File: src/rtl/h14tx_pkg.sv
// Shared types and helpers for the HDMI 1.4 TX PLL reset sequencer.
// Combinational only; no latency, no backpressure.
package h14tx_pkg;

  localparam int RETRY_W = 3;
  localparam logic [RETRY_W-1:0] RETRY_SAT = '1;

  typedef enum logic [2:0] {
    RESET     = 3'd0,
    WAIT_LOCK = 3'd1,
    STABLE    = 3'd2,
    LOCKED    = 3'd3,
    FAULT     = 3'd4
  } pll_rst_state_e;

  function automatic int max3(input int a, input int b, input int c);
    int m;
    m = (a > b) ? a : b;
    return (m > c) ? m : c;
  endfunction

  // Attempt counter sticks at all-ones so a long flapping history never looks fresh.
  function automatic logic [RETRY_W-1:0] retry_inc(input logic [RETRY_W-1:0] r);
    return (r == RETRY_SAT) ? r : r + RETRY_W'(1);
  endfunction

endpackage

File: src/rtl/h14tx_sync_2ff.sv
// Generic single-bit two-flop synchronizer, async active-low reset to 0.
// Latency 2 clk edges; no backpressure.
module h14tx_sync_2ff (
  input  logic clk,
  input  logic rst_n,
  input  logic d,
  output logic q
);

  logic meta;

  always_ff @(posedge clk or negedge rst_n) begin
    if (!rst_n) begin
      meta <= 1'b0;
      q    <= 1'b0;
    end else begin
      meta <= d;
      q    <= meta;
    end
  end

endmodule

File: src/rtl/h14tx_pll_rst_ctrl.sv
// PLL reset/lock sequencer on the reference clock; H14TX_PLL_LOCK_SYNC_EN adds a 2-flop lock synchronizer.
// Outputs registered: pll_lock to lock = STABLE_CYCLES+3 edges (STABLE_CYCLES+1 without the synchronizer).
// No backpressure; soft_rst_req is a one-cycle pulse that always wins.
module h14tx_pll_rst_ctrl
  import h14tx_pkg::*;
#(
  parameter int RST_CYCLES    = 16,
  parameter int LOCK_TIMEOUT  = 4096,
  parameter int STABLE_CYCLES = 256,
  parameter int MAX_RETRIES   = 7
) (
  input  logic               clk,
  input  logic               rst_n,
  input  logic               pll_lock,
  input  logic               soft_rst_req,
  output logic               pll_rst,
  output logic               lock,
  output logic               fault,
  output logic [RETRY_W-1:0] retry_cnt
);

  localparam int CNT_W = $clog2(max3(RST_CYCLES, LOCK_TIMEOUT, STABLE_CYCLES)) + 1;

  localparam logic [CNT_W-1:0]   CNT_ONE     = CNT_W'(1);
  localparam logic [CNT_W-1:0]   RST_LAST    = CNT_W'(RST_CYCLES - 1);
  localparam logic [CNT_W-1:0]   TO_LAST     = CNT_W'(LOCK_TIMEOUT - 1);
  localparam logic [CNT_W-1:0]   STB_LAST    = CNT_W'(STABLE_CYCLES - 1);
  localparam logic [RETRY_W-1:0] RETRY_LIMIT = RETRY_W'(MAX_RETRIES);

  logic lock_s;

`ifdef H14TX_PLL_LOCK_SYNC_EN
  h14tx_sync_2ff u_lock_sync (
    .clk   (clk),
    .rst_n (rst_n),
    .d     (pll_lock),
    .q     (lock_s)
  );
`else
  assign lock_s = pll_lock;
`endif

  pll_rst_state_e     state;
  pll_rst_state_e     state_nxt;
  logic [CNT_W-1:0]   cnt;
  logic [CNT_W-1:0]   cnt_nxt;
  logic [RETRY_W-1:0] retry_nxt;
  logic [RETRY_W-1:0] retry_bump;
  logic               fail;

  assign retry_bump = retry_inc(retry_cnt);

  // The counter holds the number of edges already spent in the current state;
  // it restarts from zero on every state entry.
  always_comb begin
    state_nxt = state;
    cnt_nxt   = cnt + CNT_ONE;
    retry_nxt = retry_cnt;
    fail      = 1'b0;

    case (state)
      RESET: begin
        if (cnt == RST_LAST) begin
          state_nxt = WAIT_LOCK;
          cnt_nxt   = '0;
        end
      end
      WAIT_LOCK: begin
        if (lock_s) begin
          state_nxt = STABLE;
          cnt_nxt   = '0;
        end else if (cnt == TO_LAST) begin
          fail = 1'b1;
        end
      end
      STABLE: begin
        if (!lock_s) begin
          fail = 1'b1;
        end else if (cnt == STB_LAST) begin
          state_nxt = LOCKED;
          cnt_nxt   = '0;
        end
      end
      LOCKED: begin
        cnt_nxt = '0;
        // Losing lock here is a relock attempt, but it still consumes a retry.
        if (!lock_s) begin
          fail = 1'b1;
        end
      end
      FAULT: begin
        cnt_nxt = '0;
      end
      default: begin
        state_nxt = RESET;
        cnt_nxt   = '0;
      end
    endcase

    if (fail) begin
      retry_nxt = retry_bump;
      state_nxt = (retry_bump >= RETRY_LIMIT) ? FAULT : RESET;
      cnt_nxt   = '0;
    end

    if (soft_rst_req) begin
      state_nxt = RESET;
      cnt_nxt   = '0;
      retry_nxt = '0;
    end
  end

  always_ff @(posedge clk or negedge rst_n) begin
    if (!rst_n) begin
      state     <= RESET;
      cnt       <= '0;
      retry_cnt <= '0;
      pll_rst   <= 1'b1;
      lock      <= 1'b0;
      fault     <= 1'b0;
    end else begin
      state     <= state_nxt;
      cnt       <= cnt_nxt;
      retry_cnt <= retry_nxt;
      pll_rst   <= (state_nxt == RESET) || (state_nxt == FAULT);
      lock      <= (state_nxt == LOCKED);
      fault     <= (state_nxt == FAULT);
    end
  end

endmodule

File: config.mk
export PLATFORM = sky130hd
export DESIGN_NAME = h14tx_pll_rst_ctrl
export DESIGN_NICKNAME = d
export VERILOG_FILES = /design/src/rtl/h14tx_pkg.sv /design/src/rtl/h14tx_sync_2ff.sv /design/src/rtl/h14tx_pll_rst_ctrl.sv
export SDC_FILE = /design/constraint.sdc
export NUM_CORES = 1
export LEC_CHECK = 0
export BUFFER_PORTS_ARGS = -buffer_cell sky130_fd_sc_hd__buf_2
export CORE_UTILIZATION = 45
export CTS_BUF_LIST = sky130_fd_sc_hd__clkbuf_8
export DETAILED_ROUTE_END_ITERATION = 10
export GPL_TIMING_DRIVEN = 0
export PLACE_DENSITY = 0.66
export SLEW_MARGIN = 15
export SYNTH_ARGS = -nofsm -noshare
export SYNTH_HDL_FRONTEND = slang
export SYNTH_SLANG_ARGS = --single-unit
File: constraint.sdc
create_clock -name clk -period 2.1 [get_ports clk]
set_input_delay 0.42 -clock clk [delete_from_list [all_inputs] [get_ports clk]]
set_output_delay 0.42 -clock clk [all_outputs]
set_load 0.03 [all_outputs]
# Word-level counts from Yosys, hierarchy flattened
# Cells that the tools add are included.
# word_totals
reg_bits,22
wordCells,47
out_inout_bits,6
# op_classes
n_addsub,2
magnitude_cmp,1
reduce_logical,6
n_eq_ne,10
mux,22
# op_table
operator,count
$mux W13,6
$pmux W13 S3,1
$mux W3,10
$add A13 B1 Y13 const B,1
$eq A13 B12 Y1 const B,1
$eq A13 B4 Y1 const B,1
$eq A13 B8 Y1 const B,1
$pmux W3 S4,1
$eq A3 B2 Y1 const B,3
$eq A3 B3 Y1 const B,3
$logic_not A3 Y1,2
$reduce_or A2 Y1,2
$add A3 B1 Y3 const B,1
$eq A3 B1 Y1 const B,1
$ge A3 B3 Y1 const B,1
$mux W1,3
$pmux W1 S2,1
$reduce_bool A2 Y1,1
$logic_or A1 B1 Y1,1

# Depth between registers and ports, before layout
# depth
ltp_word,8
ltp_mapped,7
ltp_nobuf,6

# Least setup slack after synthesis
# Ideal clock, no wire load.
# synth_timing
path_kind,register to register
from,register cnt[8]
to,register cnt[3]
required_time_ns,1.981
path_stages_with_launch,7
path_slack_ns,0.162
t_arrival_ns,1.819
cell_sequence,dfrtp_1 -> or4_1 -> or3_1 -> o21ba_2 -> o21bai_4 -> buf_6 -> nor2_1
# synth_between
elab_chain_len,6
# synth_lines
item,line,text
from (decl),h14tx_pll_rst_ctrl.sv:45,logic [CNT_W-1:0] cnt;
from (signal assigned),h14tx_pll_rst_ctrl.sv:123,cnt <= cnt_nxt;
$eq A13 B8 Y1 / $eq A13 B12 Y1 (equally long branches),"h14tx_pll_rst_ctrl.sv:79, h14tx_pll_rst_ctrl.sv:72",
$mux W13 / $mux W1 (equally long branches),"h14tx_pll_rst_ctrl.sv:79, h14tx_pll_rst_ctrl.sv:72",
$mux W13 / $mux W1 (equally long branches),"h14tx_pll_rst_ctrl.sv:77, h14tx_pll_rst_ctrl.sv:69",
$pmux W13 S3 / $pmux W1 S2 (equally long branches),h14tx_pll_rst_ctrl.sv:61,case (state)
$mux W13 (*),h14tx_pll_rst_ctrl.sv:100,if (fail) begin
$mux W13 (*),h14tx_pll_rst_ctrl.sv:106,if (soft_rst_req) begin
net cnt_nxt[3],h14tx_pll_rst_ctrl.sv:46,logic [CNT_W-1:0] cnt_nxt;
# Mark *: on every way through the listed nets, which the timed path passes. The rest lies on a longest branch.
# A chain may end at the register's enable or synchronous reset.

# Worst setup path in the final report
# layout_timing
from,register cnt[8]
to,register cnt[8]
# layout_between
elab_chain_len,6
# layout_lines
item,line,text
$add A13 B1 Y13 (tied with other cells),h14tx_pll_rst_ctrl.sv:57,cnt_nxt = cnt + CNT_ONE;
$mux W13 / $mux W1 (equally long branches),"h14tx_pll_rst_ctrl.sv:79, h14tx_pll_rst_ctrl.sv:72",
$mux W13 / $mux W1 (equally long branches),"h14tx_pll_rst_ctrl.sv:77, h14tx_pll_rst_ctrl.sv:69",
$pmux W13 S3 / $pmux W1 S2 (equally long branches),h14tx_pll_rst_ctrl.sv:61,
$mux W13 (*),h14tx_pll_rst_ctrl.sv:100,
$mux W13 (*),h14tx_pll_rst_ctrl.sv:106,
net cnt_nxt[8],h14tx_pll_rst_ctrl.sv:46,
# Marked as above.

==> flow_metrics.env <==
export IMPL_status="completed"
export IMPL_port_buffers=9
export IMPL_fin_area_um2=1306
export IMPL_cellPowerDensity_nw_per_um2=656.8
export IMPL_critPathMaxStageDelay_ps=550
export IMPL_cap_violations=0
export IMPL_grt_remaining_overflow=0
export IMPL_syn_inst=110
export IMPL_finalHoldViolations=0
export IMPL_initial_core_util_pct=48.95
export IMPL_hold_class="in2async"
export IMPL_nFillCells=209
export IMPL_viasPerCell=5.373
export IMPL_ant_nets=0
export IMPL_worst_setup_path_end_kind="flip-flop"
export IMPL_synth_edf_count=0
export IMPL_fp_dieH_um=51.52
export IMPL_first_global_vias=810
export IMPL_fin_crit_ps=2026
export IMPL_cp_startpoint="cnt[8]"
export IMPL_diodes=0
export IMPL_dieArea_um2=2654
export IMPL_clock_skew_ps=1.638
export IMPL_wl_per_cell_um=13.00
export IMPL_clock_root_buffer="clkbuf_8"
export IMPL_synth_seq_area_share_pct=50.00
export IMPL_cts_tree="built"
export IMPL_cp_required_ps=2260
export IMPL_timing_rr_start="cnt[8]"
export IMPL_max_slew_margin_pct=67.90
export IMPL_drc=0
export IMPL_yosys_warnings=0
export IMPL_yosys_most_used_dff="dfrtp_1"
export IMPL_drt_iter0_drc=3
export IMPL_synth_seq_cells=22
export IMPL_antenna_found_initial=0
export IMPL_path_depth=6
export IMPL_r2r_slack_ps=70
export IMPL_grt_usage_pct=17.69
export IMPL_post_dp_cell_area_um2=1184
export IMPL_drt_total_wl_mm=1.989
export IMPL_synth_async_reset_ratio_pct=100.0
export IMPL_syn_nets=116
export IMPL_cts_clk_slew_worst_paths_ps=80
export IMPL_drive_gt1_share_pct=21.60
export IMPL_avgSynthCellArea_um2=10.03
export IMPL_setup_viol=0
export IMPL_r2r_end="cnt[8]"
export IMPL_crit_arrival_ps=2180
export IMPL_setup_tns_ps=0
export IMPL_dp_slack_ps=-73.57
export IMPL_gp_congestion=0.7514
export IMPL_grt_max_degree=23
export IMPL_fp_dieW_um=51.52
export IMPL_drtPass1Iterations=4
export IMPL_critPathKind="reg2reg"
export IMPL_p_total_mw=0.8580
export IMPL_grt_pass1_wl_mm=3.463
export IMPL_cts_sinks=22
export IMPL_cts_hold_buf=0
export IMPL_ir_drop_mv=0.4341
export IMPL_hold_slack_ps=107.3
export IMPL_ios=10
export IMPL_critPathSlowestCell="or4_4"
export IMPL_core_um2=2255
export IMPL_clock_latency_ps=260
export IMPL_fmax_mhz=493.6
export IMPL_crit_buf_inv=1
export IMPL_cp_max_fo=10
export IMPL_syn_to_final_growth_pct=18.37
export IMPL_crit_path_start_kind="flip-flop"
export IMPL_clockBufferDepth=2
export IMPL_r2r_cells=6
export IMPL_fin_crit_sh_pct=96.48
export IMPL_rsz0062_at_grt="false"
export IMPL_num_rows=17
export IMPL_endpoint="cnt[8]"
export IMPL_worst_slack_ps=73.93
export IMPL_final_cell_mix="nor2_1 (21), dfrtp_1 (21), xor2_1 (9), buf_2 (9), nand2_1 (6)"
export IMPL_numCtsBuffers=3
export IMPL_finalNetCount=132
export IMPL_final_max_slew_viol_count=0
export IMPL_cts_htree_levels=1
export IMPL_dp_hpwl_mm=1.383
export IMPL_worst_pin_slew_ps=481.4
export IMPL_p_leak_nw=0.6149
export IMPL_crit_path_cell_trace="or4_4 -> or3_4 -> o21ba_2 -> o21bai_4 -> buf_6 -> nor2_1"
export IMPL_critical_path_top_delay_family="simple AND/OR/NAND/NOR gates"
export IMPL_yosysUniqueCellTypes=32
export IMPL_synth_area_um2=1104
export IMPL_vias=822
-- per-layer routing --
| layer | global-route usage, % | part of all wire [%] |
|---|---|---|
| met1 | 23.12 | 49 |
| met2 | 27.71 | 47 |
| met3 | 2.339 | 1.8 |
| met4 | 10.81 | 1.7 |
| met5 | 0 | 0 |
-- Yosys cell counts, types with 3 or more instances --
master | number | share of area (%)
dfrtp_1 | 21 | 48
nor2_1 | 21 | 7.1
xor2_1 | 9 | 7.1
nand2_1 | 6 | 2.0
nand3_1 | 5 | 2.3
a21oi_1 | 4 | 1.8
inv_1 | 4 | 1.4
nand4_1 | 4 | 2.3
xnor2_1 | 4 | 3.2
nor3_1 | 3 | 1.4
or3_1 | 3 | 1.7
-- sequential cells by signal (all words and copies together), names as in the netlist --
signal,flops
lock,1
retry_cnt,3
cnt,13
state,3
fault,1
pll_rst,1
-- worst min path at each step --
| stage | from | endpoint | slack (ps) | cells past startpoint |
|---|---|---|---|---|
| finish | rst_n | state[1] | 110 | 1 |
| CTS | rst_n | retry_cnt[0] | 120 | 1 |
| global route | rst_n | lock | 150 | 1 |
| detailed placement | rst_n | state[1] | 410 | 1 |
| floorplan | rst_n | cnt[0] | 120 | 0 |
| global placement | rst_n | lock | 400 | 1 |
-- report_power, final --
part | internal, mW | switching, mW
sequential | 0.428 | 0.00389
clock | 0.254 | 0.138
combinational | 0.0123 | 0.0208
-- timing repair --
item,4_1_cts,5_1_grt
pin swaps,0,1
setup buffers,1,1
gates resized for setup,2,5
endpoints found under the setup margin,10,11
-- cells by family (layout without fill, tap and decap cells) --
family | Yosys count | in the layout | synth area share (%)
xor+xnor | 13 | 13 | 10.32
simple gates | 53 | 53 | 23.92
fa+ha+maj | 2 | 2 | 2.267
flops | 22 | 22 | 50.00
mux | 1 | 1 | 0.9071
compound gates | 13 | 13 | 9.184
buf+inv | 6 | 21 | 3.401
-- layout make-up --
class                           instances  area, um2  area share [%]
Sequential cell                        22      551.8           42.24
Timing Repair Buffer                   11      60.06           4.598
Multi-Input combinational cell         82      550.5           42.15
Inverter                                4      15.01           1.149
Buffer                                  2      22.52           1.724
Tap cell                               28      35.03           2.682
Clock buffer                            3      41.29           3.161
Clock inverter                          1      30.03           2.299
-- per-stage QoR --
step                      instances  utilization, %
final                           153           57.94
after floorplan                 110               -
after global routing            153           57.94
after CTS                       152           56.55
after global placement          147           52.50
after detailed placement        147           52.50
Note: power is estimated with default switching activity, not from simulation.
